### src/rtl/cpu_pkg.sv
// Shared types and constants for the instruction fetch path.
// Holds the fetch FSM encoding, default bus widths and instruction length codes.
package cpu_pkg;

  localparam int unsigned ADDR_W_DEFAULT   = 8;
  localparam int unsigned DATA_W_DEFAULT   = 8;
  localparam int unsigned LONG_BIT_DEFAULT = 7;

  localparam logic [1:0] LEN_1 = 2'd1;
  localparam logic [1:0] LEN_2 = 2'd2;

  typedef enum logic [2:0] {
    StIdle,
    StReqOp,
    StWaitOp,
    StReqImm,
    StWaitImm,
    StHold,
    StDrain
  } fetch_state_t;

endpackage

### src/rtl/instr_fetch_unit_if.sv
// Bundle of PC, memory-read and decoder handshake signals around the fetch unit.
// master is the fetch unit side; slave is the PC/memory/decoder side.
interface instr_fetch_unit_if #(
  parameter int unsigned ADDR_W = cpu_pkg::ADDR_W_DEFAULT,
  parameter int unsigned DATA_W = cpu_pkg::DATA_W_DEFAULT
) ();

  logic [ADDR_W-1:0] pc_in;
  logic              pc_adv;
  logic [1:0]        pc_step;
  logic              flush;

  logic              mem_req_valid;
  logic              mem_req_ready;
  logic [ADDR_W-1:0] mem_addr;
  logic              mem_rsp_valid;
  logic [DATA_W-1:0] mem_rdata;

  logic              instr_valid;
  logic              instr_ready;
  logic [DATA_W-1:0] instr_opcode;
  logic [DATA_W-1:0] instr_imm;
  logic [ADDR_W-1:0] instr_pc;
  logic [1:0]        instr_len;

  modport master (
    input  pc_in, flush, mem_req_ready, mem_rsp_valid, mem_rdata, instr_ready,
    output pc_adv, pc_step, mem_req_valid, mem_addr,
    output instr_valid, instr_opcode, instr_imm, instr_pc, instr_len
  );

  modport slave (
    output pc_in, flush, mem_req_ready, mem_rsp_valid, mem_rdata, instr_ready,
    input  pc_adv, pc_step, mem_req_valid, mem_addr,
    input  instr_valid, instr_opcode, instr_imm, instr_pc, instr_len
  );

endinterface

### src/rtl/instr_fetch_unit.sv
// Non-pipelined instruction fetch: reads 1- or 2-byte instructions at pc_in, holds one for the
// decoder and pulses pc_adv on consumption. flush redirects, draining any in-flight read.
module instr_fetch_unit
  import cpu_pkg::*;
#(
  parameter int unsigned ADDR_W   = ADDR_W_DEFAULT,
  parameter int unsigned DATA_W   = DATA_W_DEFAULT,
  parameter int unsigned LONG_BIT = LONG_BIT_DEFAULT
) (
  input logic                clk,
  input logic                reset,
  instr_fetch_unit_if.master bus
);

  fetch_state_t      state_q;
  logic [ADDR_W-1:0] pc_q;
  logic [DATA_W-1:0] opcode_q;
  logic [DATA_W-1:0] imm_q;
  logic [1:0]        len_q;
  logic              consume;

  always_ff @(posedge clk or negedge reset) begin
    if (!reset) begin
      state_q  <= StIdle;
      pc_q     <= '0;
      opcode_q <= '0;
      imm_q    <= '0;
      len_q    <= 2'd0;
    end else begin
      case (state_q)
        StIdle: state_q <= StReqOp;
        StReqOp: begin
          pc_q <= bus.pc_in;
          // An accepted request is outstanding even if flushed; its response must be drained.
          if (bus.mem_req_ready) state_q <= bus.flush ? StDrain : StWaitOp;
        end
        StWaitOp: begin
          if (bus.mem_rsp_valid) begin
            if (bus.flush) begin
              state_q <= StReqOp;
            end else begin
              opcode_q <= bus.mem_rdata;
              if (bus.mem_rdata[LONG_BIT]) begin
                state_q <= StReqImm;
              end else begin
                imm_q   <= '0;
                len_q   <= LEN_1;
                state_q <= StHold;
              end
            end
          end else if (bus.flush) begin
            state_q <= StDrain;
          end
        end
        StReqImm: begin
          if (bus.mem_req_ready) state_q <= bus.flush ? StDrain : StWaitImm;
          else if (bus.flush)    state_q <= StReqOp;
        end
        StWaitImm: begin
          if (bus.mem_rsp_valid) begin
            if (bus.flush) begin
              state_q <= StReqOp;
            end else begin
              imm_q   <= bus.mem_rdata;
              len_q   <= LEN_2;
              state_q <= StHold;
            end
          end else if (bus.flush) begin
            state_q <= StDrain;
          end
        end
        StHold: begin
          if (bus.flush || bus.instr_ready) state_q <= StReqOp;
        end
        StDrain: begin
          if (bus.mem_rsp_valid) state_q <= StReqOp;
        end
        default: state_q <= StIdle;
      endcase
    end
  end

  // A flush in the handshake cycle squashes the instruction, so the PC must not move.
  assign consume = (state_q == StHold) && bus.instr_ready && !bus.flush;

  assign bus.pc_adv        = consume;
  assign bus.pc_step       = consume ? len_q : 2'd0;
  assign bus.mem_req_valid = (state_q == StReqOp) || (state_q == StReqImm);
  assign bus.instr_valid   = (state_q == StHold);
  assign bus.instr_opcode  = opcode_q;
  assign bus.instr_imm     = imm_q;
  assign bus.instr_pc      = pc_q;
  assign bus.instr_len     = len_q;

  always_comb begin
    bus.mem_addr = '0;
    if (state_q == StReqOp) begin
      bus.mem_addr = bus.pc_in;
    end else if (state_q == StReqImm) begin
      bus.mem_addr = pc_q + ADDR_W'(1);
    end
  end

endmodule

### src/flat_wrapper.sv
// flat-port wrapper written by rule: the top's interface ports become plain ports
module instr_fetch_unit_flat import cpu_pkg::*;
#(
  parameter int unsigned ADDR_W   = ADDR_W_DEFAULT,
  parameter int unsigned DATA_W   = DATA_W_DEFAULT,
  parameter int unsigned LONG_BIT = LONG_BIT_DEFAULT
)
  (clk, reset, bus_pc_in, bus_flush, bus_mem_req_ready, bus_mem_rsp_valid, bus_mem_rdata, bus_instr_ready, bus_pc_adv, bus_pc_step, bus_mem_req_valid, bus_mem_addr, bus_instr_valid, bus_instr_opcode, bus_instr_imm, bus_instr_pc, bus_instr_len);
  instr_fetch_unit_if #(.ADDR_W(ADDR_W), .DATA_W(DATA_W)) bus_i ();
  input logic clk;
  input logic reset;
  input wire logic [$bits(bus_i.pc_in)-1:0] bus_pc_in;
  input wire logic [$bits(bus_i.flush)-1:0] bus_flush;
  input wire logic [$bits(bus_i.mem_req_ready)-1:0] bus_mem_req_ready;
  input wire logic [$bits(bus_i.mem_rsp_valid)-1:0] bus_mem_rsp_valid;
  input wire logic [$bits(bus_i.mem_rdata)-1:0] bus_mem_rdata;
  input wire logic [$bits(bus_i.instr_ready)-1:0] bus_instr_ready;
  output wire logic [$bits(bus_i.pc_adv)-1:0] bus_pc_adv;
  output wire logic [$bits(bus_i.pc_step)-1:0] bus_pc_step;
  output wire logic [$bits(bus_i.mem_req_valid)-1:0] bus_mem_req_valid;
  output wire logic [$bits(bus_i.mem_addr)-1:0] bus_mem_addr;
  output wire logic [$bits(bus_i.instr_valid)-1:0] bus_instr_valid;
  output wire logic [$bits(bus_i.instr_opcode)-1:0] bus_instr_opcode;
  output wire logic [$bits(bus_i.instr_imm)-1:0] bus_instr_imm;
  output wire logic [$bits(bus_i.instr_pc)-1:0] bus_instr_pc;
  output wire logic [$bits(bus_i.instr_len)-1:0] bus_instr_len;
  assign bus_i.pc_in = bus_pc_in;
  assign bus_i.flush = bus_flush;
  assign bus_i.mem_req_ready = bus_mem_req_ready;
  assign bus_i.mem_rsp_valid = bus_mem_rsp_valid;
  assign bus_i.mem_rdata = bus_mem_rdata;
  assign bus_i.instr_ready = bus_instr_ready;
  assign bus_pc_adv = bus_i.pc_adv;
  assign bus_pc_step = bus_i.pc_step;
  assign bus_mem_req_valid = bus_i.mem_req_valid;
  assign bus_mem_addr = bus_i.mem_addr;
  assign bus_instr_valid = bus_i.instr_valid;
  assign bus_instr_opcode = bus_i.instr_opcode;
  assign bus_instr_imm = bus_i.instr_imm;
  assign bus_instr_pc = bus_i.instr_pc;
  assign bus_instr_len = bus_i.instr_len;
  instr_fetch_unit #(.ADDR_W(ADDR_W), .DATA_W(DATA_W), .LONG_BIT(LONG_BIT)) u_core (.clk(clk), .reset(reset), .bus(bus_i));
endmodule
### config.mk
export PLATFORM = sky130hd
export DESIGN_NAME = instr_fetch_unit_flat
export DESIGN_NICKNAME = d
export VERILOG_FILES = /design/src/rtl/cpu_pkg.sv /design/src/rtl/instr_fetch_unit_if.sv /design/src/rtl/instr_fetch_unit.sv /design/src/flat_wrapper.sv
export SDC_FILE = /design/constraint.sdc
export NUM_CORES = 1
export LEC_CHECK = 0
export ABC_AREA = 1
export ABC_CLOCK_PERIOD_IN_PS = 2620
export CAP_MARGIN = 20
export CORE_MARGIN = 2
export CORE_UTILIZATION = 47
export CTS_CLUSTER_DIAMETER = 50
export DETAILED_ROUTE_END_ITERATION = 16
export GPL_TIMING_DRIVEN = 0
export HOLD_SLACK_MARGIN = 0.03
export PLACE_DENSITY = 0.89
export SLEW_MARGIN = 20
export SYNTH_ARGS = -nofsm -noshare
export SYNTH_HDL_FRONTEND = slang
export SYNTH_SLANG_ARGS = --single-unit
### constraint.sdc
create_clock -name clk -period 2.62 [get_ports clk]
set_input_delay 0.262 -clock clk [delete_from_list [all_inputs] [get_ports clk]]
set_output_delay 0.262 -clock clk [all_outputs]
set_load 0.005 [all_outputs]
==> impl_summary.log <==
[metrics] ratio of total power to cell area: 1010 nW/um^2
[metrics] placed cell count: 338
[metrics] average instance area after synthesis: 7.06 sq um
[metrics] Post-Syn Area: 1650 sq um
[metrics] crit-path max FO: 10
[metrics] Met2 Wirelength: 1830 um
[metrics] class of the most critical hold timing path: input port to flop
[metrics] maximum number of pins on one net before global-route repair: 30
[metrics] post-synthesis cell type count: 24
[metrics] vertical extent of the die: roughly 63 um
[metrics] DRC Markers: 0
[metrics] count of cells resized by post-cts repair: 0
[metrics] Initial Utilization: 49.3%
[metrics] Worst-Skew Late Latency: 0.34 ns
[metrics] post-layout min period: approximately 2.4 ns
[metrics] remaining global-route overflow: 0
[metrics] arrival time reported for the critical path endpoint: 2.16 ns
[metrics] biggest area contributors in the synthesized netlist: dfrtp_1 44%, nand2_1 20%, inv_1 6.4%
[metrics] antenna violations before repair: 0
[metrics] TritonCTS clock tree: yes
[metrics] clock skew after layout: 0.0138 ns
[metrics] number of buffers created by CTS: 5
[metrics] crit path setup slack, layout: just under 0.2 ns
[metrics] total core area: 3340 sq um
[metrics] kind of critical path: flop to primary output
[metrics] sequential share of the synthesized area: ~44%
[metrics] FP Rows: 21
[metrics] remaining antenna violation count after routing: 0
[metrics] Yosys warning total: 0
[metrics] transition time at the pin with the least slew margin: around 0.66 ns
[metrics] count of pins on the block boundary: ~60
[metrics] I/O Buffers: 59
[metrics] most used cells in the layout excluding fill and tap cells: 89 x nand2_1, 58 x clkdlybuf4s50_1, 29 x dfrtp_1, 28 x inv_1, 21 x nor2_1
[metrics] outcome: finished clean
[metrics] number of buffers between clock root and the deepest sink: 2
[metrics] register bit total from synthesis: 29
[metrics] number of max-cap violations: 0
[metrics] Max Used Layer: met4
[metrics] Leakage: between 0.001 and 0.0015 uW
[metrics] area delta synth->final: 43.0%
[metrics] startpoint kind of the worst setup timing path: flop
[metrics] antenna diode count: 0
[metrics] detailed-routed wire length on met3: 329 um
[metrics] maximum ir drop on the vdd rail: a little over 0.5 mV
[metrics] leading cell type in the layout, fill and taps excluded: nand2_1
[metrics] vias in the first global route: 1591
[metrics] vias per std cell: between 4 and 5
[metrics] number of filler instances in the final layout: 309
[metrics] post-synthesis cell count: 233
[metrics] unrepaired setup endpoints after global routing: no
[metrics] Setup-failing EPs final: 0
[metrics] Sum Neg Setup Slack: 0 ns
[metrics] post-detailed-route wirelength per cell: 11.4 um
[metrics] number of DRC markers after the initial detailed-route iteration: 95
[metrics] share of the clock period used by the worst path after layout: approximately 92%
[metrics] final count of hold timing violations: 0
[metrics] Post-Place Setup Slack: 0.595 ns
[metrics] relative slew slack: 56.3%
[metrics] Root Buffer Master: clkbuf_4
[metrics] vias: 1671
[metrics] final slew viol count: 0
[metrics] post-layout instance count excluding filler cells: 347
[metrics] Routed Wire Length: 3970 um
[metrics] half-perimeter wire length of the detailed placement result: 2940 um
[metrics] area share of the largest cell type after synthesis: roughly 44%
[metrics] area of the die: 3990 sq um
[metrics] fraction of final layout cells sized beyond drive strength 1: 11.3%
[metrics] required time worst endpoint: 2.36 ns
[metrics] clock input transition at the sequential cells of the worst setup and hold paths: 0.11 ns
[metrics] path depth of the worst reg2reg path: 7
[metrics] wire length of the first global-routing pass: 7040 um
[metrics] Pre-Repair DR Iteration Count: 4
[metrics] type of element capturing the critical path: primary output
[metrics] cell taking the most area after synthesis: dfrtp_1
[metrics] maximum clock rate: 413 MHz
[metrics] count of cells along the worst hold path: 5
[metrics] GPL Wtd Cong: 0.827
[metrics] count of clock tree sinks: 29
[metrics] chip width: 63.2 um
[metrics] detailed-routing wirelength on met1: 1760 um
[metrics] Final Net Count: 323
[metrics] H-tree depth reported by CTS: 2
[metrics] synthesized netlist net count: 256
[metrics] overall routing resource usage: between 20% and 30%
[metrics] fraction of the core area covered by cells at the end of the flow: 70.5%
[flip-flops by register name, indices dropped and copies added (netlist names)]
name,cells
u_core.bus.instr_pc,8
u_core.bus.instr_imm,8
u_core.state_q,3
u_core.bus.instr_opcode,8
u_core.bus.instr_len,2
[report_power, final]
| part | switching (uW) | internal (uW) |
|---|---|---|
| Sequential | 171 | 644 |
| Combinational | 603 | 675 |
| Clock | 176 | 101 |
| Total | 949 | 1420 |
[cells in the mapped netlist]
| library cell | instances |
|---|---|
| nand3_2 | 2 |
| o211ai_2 | 1 |
| ha_1 | 1 |
| nor2_2 | 3 |
| clkbuf_2 | 1 |
| nand2_4 | 1 |
| o21ai_0 | 11 |
| nand2_2 | 2 |
| buf_6 | 2 |
| nand3_1 | 11 |
| nor3_2 | 1 |
| nor3_1 | 2 |
| nor2_1 | 21 |
| dfrtp_1 | 29 |
| nand4_1 | 3 |
| inv_1 | 28 |
| nand2_1 | 89 |
| o21ai_2 | 2 |
| inv_2 | 7 |
| o21ai_1 | 10 |
| nor2_4 | 1 |
| a21oi_1 | 2 |
| buf_4 | 2 |
| o31ai_1 | 1 |
[what timing repair did]
action | in CTS | in global routing
hold endpoints to repair | 29 | 0
setup endpoints to repair | 0 | 0
setup buffers | 0 | 0
hold buffers | 1 | 0
[worst max-delay path: stages, from the launching register on]
cell,delay (ns)
dfrtp_1,0.47
inv_2,0.11
nand2_1,0.09
nor2_2,0.21
buf_4,0.21
nand2_1,0.08
o31ai_1,0.09
clkdlybuf4s50_1,0.56
[cell families after synthesis]
group,after synthesis,synth area share (%)
simple gates,136,35.3
buf+inv,40,10.6
fa+ha+maj,1,0.760
flops,29,44.1
compound gates,27,9.28
[final cells by class]
| type | count | area (sq um) | area share [%] |
|---|---|---|---|
| clock inverters | 3 | 17.5 | 0.744 |
| repair buffers | 60 | 596 | 25.3 |
| clock buffers | 5 | 37.5 | 1.59 |
| well taps | 46 | 57.6 | 2.45 |
| inverters | 35 | 131 | 5.58 |
| plain buffers | 5 | 42.5 | 1.81 |
| flip-flops and latches | 29 | 726 | 30.8 |
| multi-input cells | 164 | 746 | 31.7 |
[routing by layer]
layer	vias up	global-route usage [%]
met2	70	37.9
met1	742	26.8
li1	856	-
met4	0	8.89
met3	3	6.07
met5	-	0
[metrics by stage]
| stage | total power (uW) | cell area [sq um] | hold slack (ns) |
|---|---|---|---|
| detailed placement | 2100 | 2290 | 0.333 |
| global placement | 2070 | 2290 | 0.453 |
| floorplan | 1430 | 1650 | -0.0336 |
| CTS | 2390 | 2350 | 0.359 |
| finish | 2370 | 2350 | 0.362 |
| global route | 2590 | 2350 | 0.430 |
[worst paths after layout]
check | from | slack [ns] | end
max in group asynchronous | reset | 1.72 | u_core.bus.instr_opcode[3]
hold / removal | bus_flush | 0.36 | u_core.state_q[2]
hold reg to reg | u_core.bus.instr_imm[4] | 0.48 | u_core.bus.instr_imm[4]
setup reg to reg | u_core.state_q[0] | 1.24 | u_core.bus.instr_opcode[6]
min in group asynchronous | reset | 0.47 | u_core.state_q[2]
setup / recovery | u_core.state_q[2] | 0.20 | bus_mem_addr[2]
Note: power is estimated with default switching activity, not from simulation.
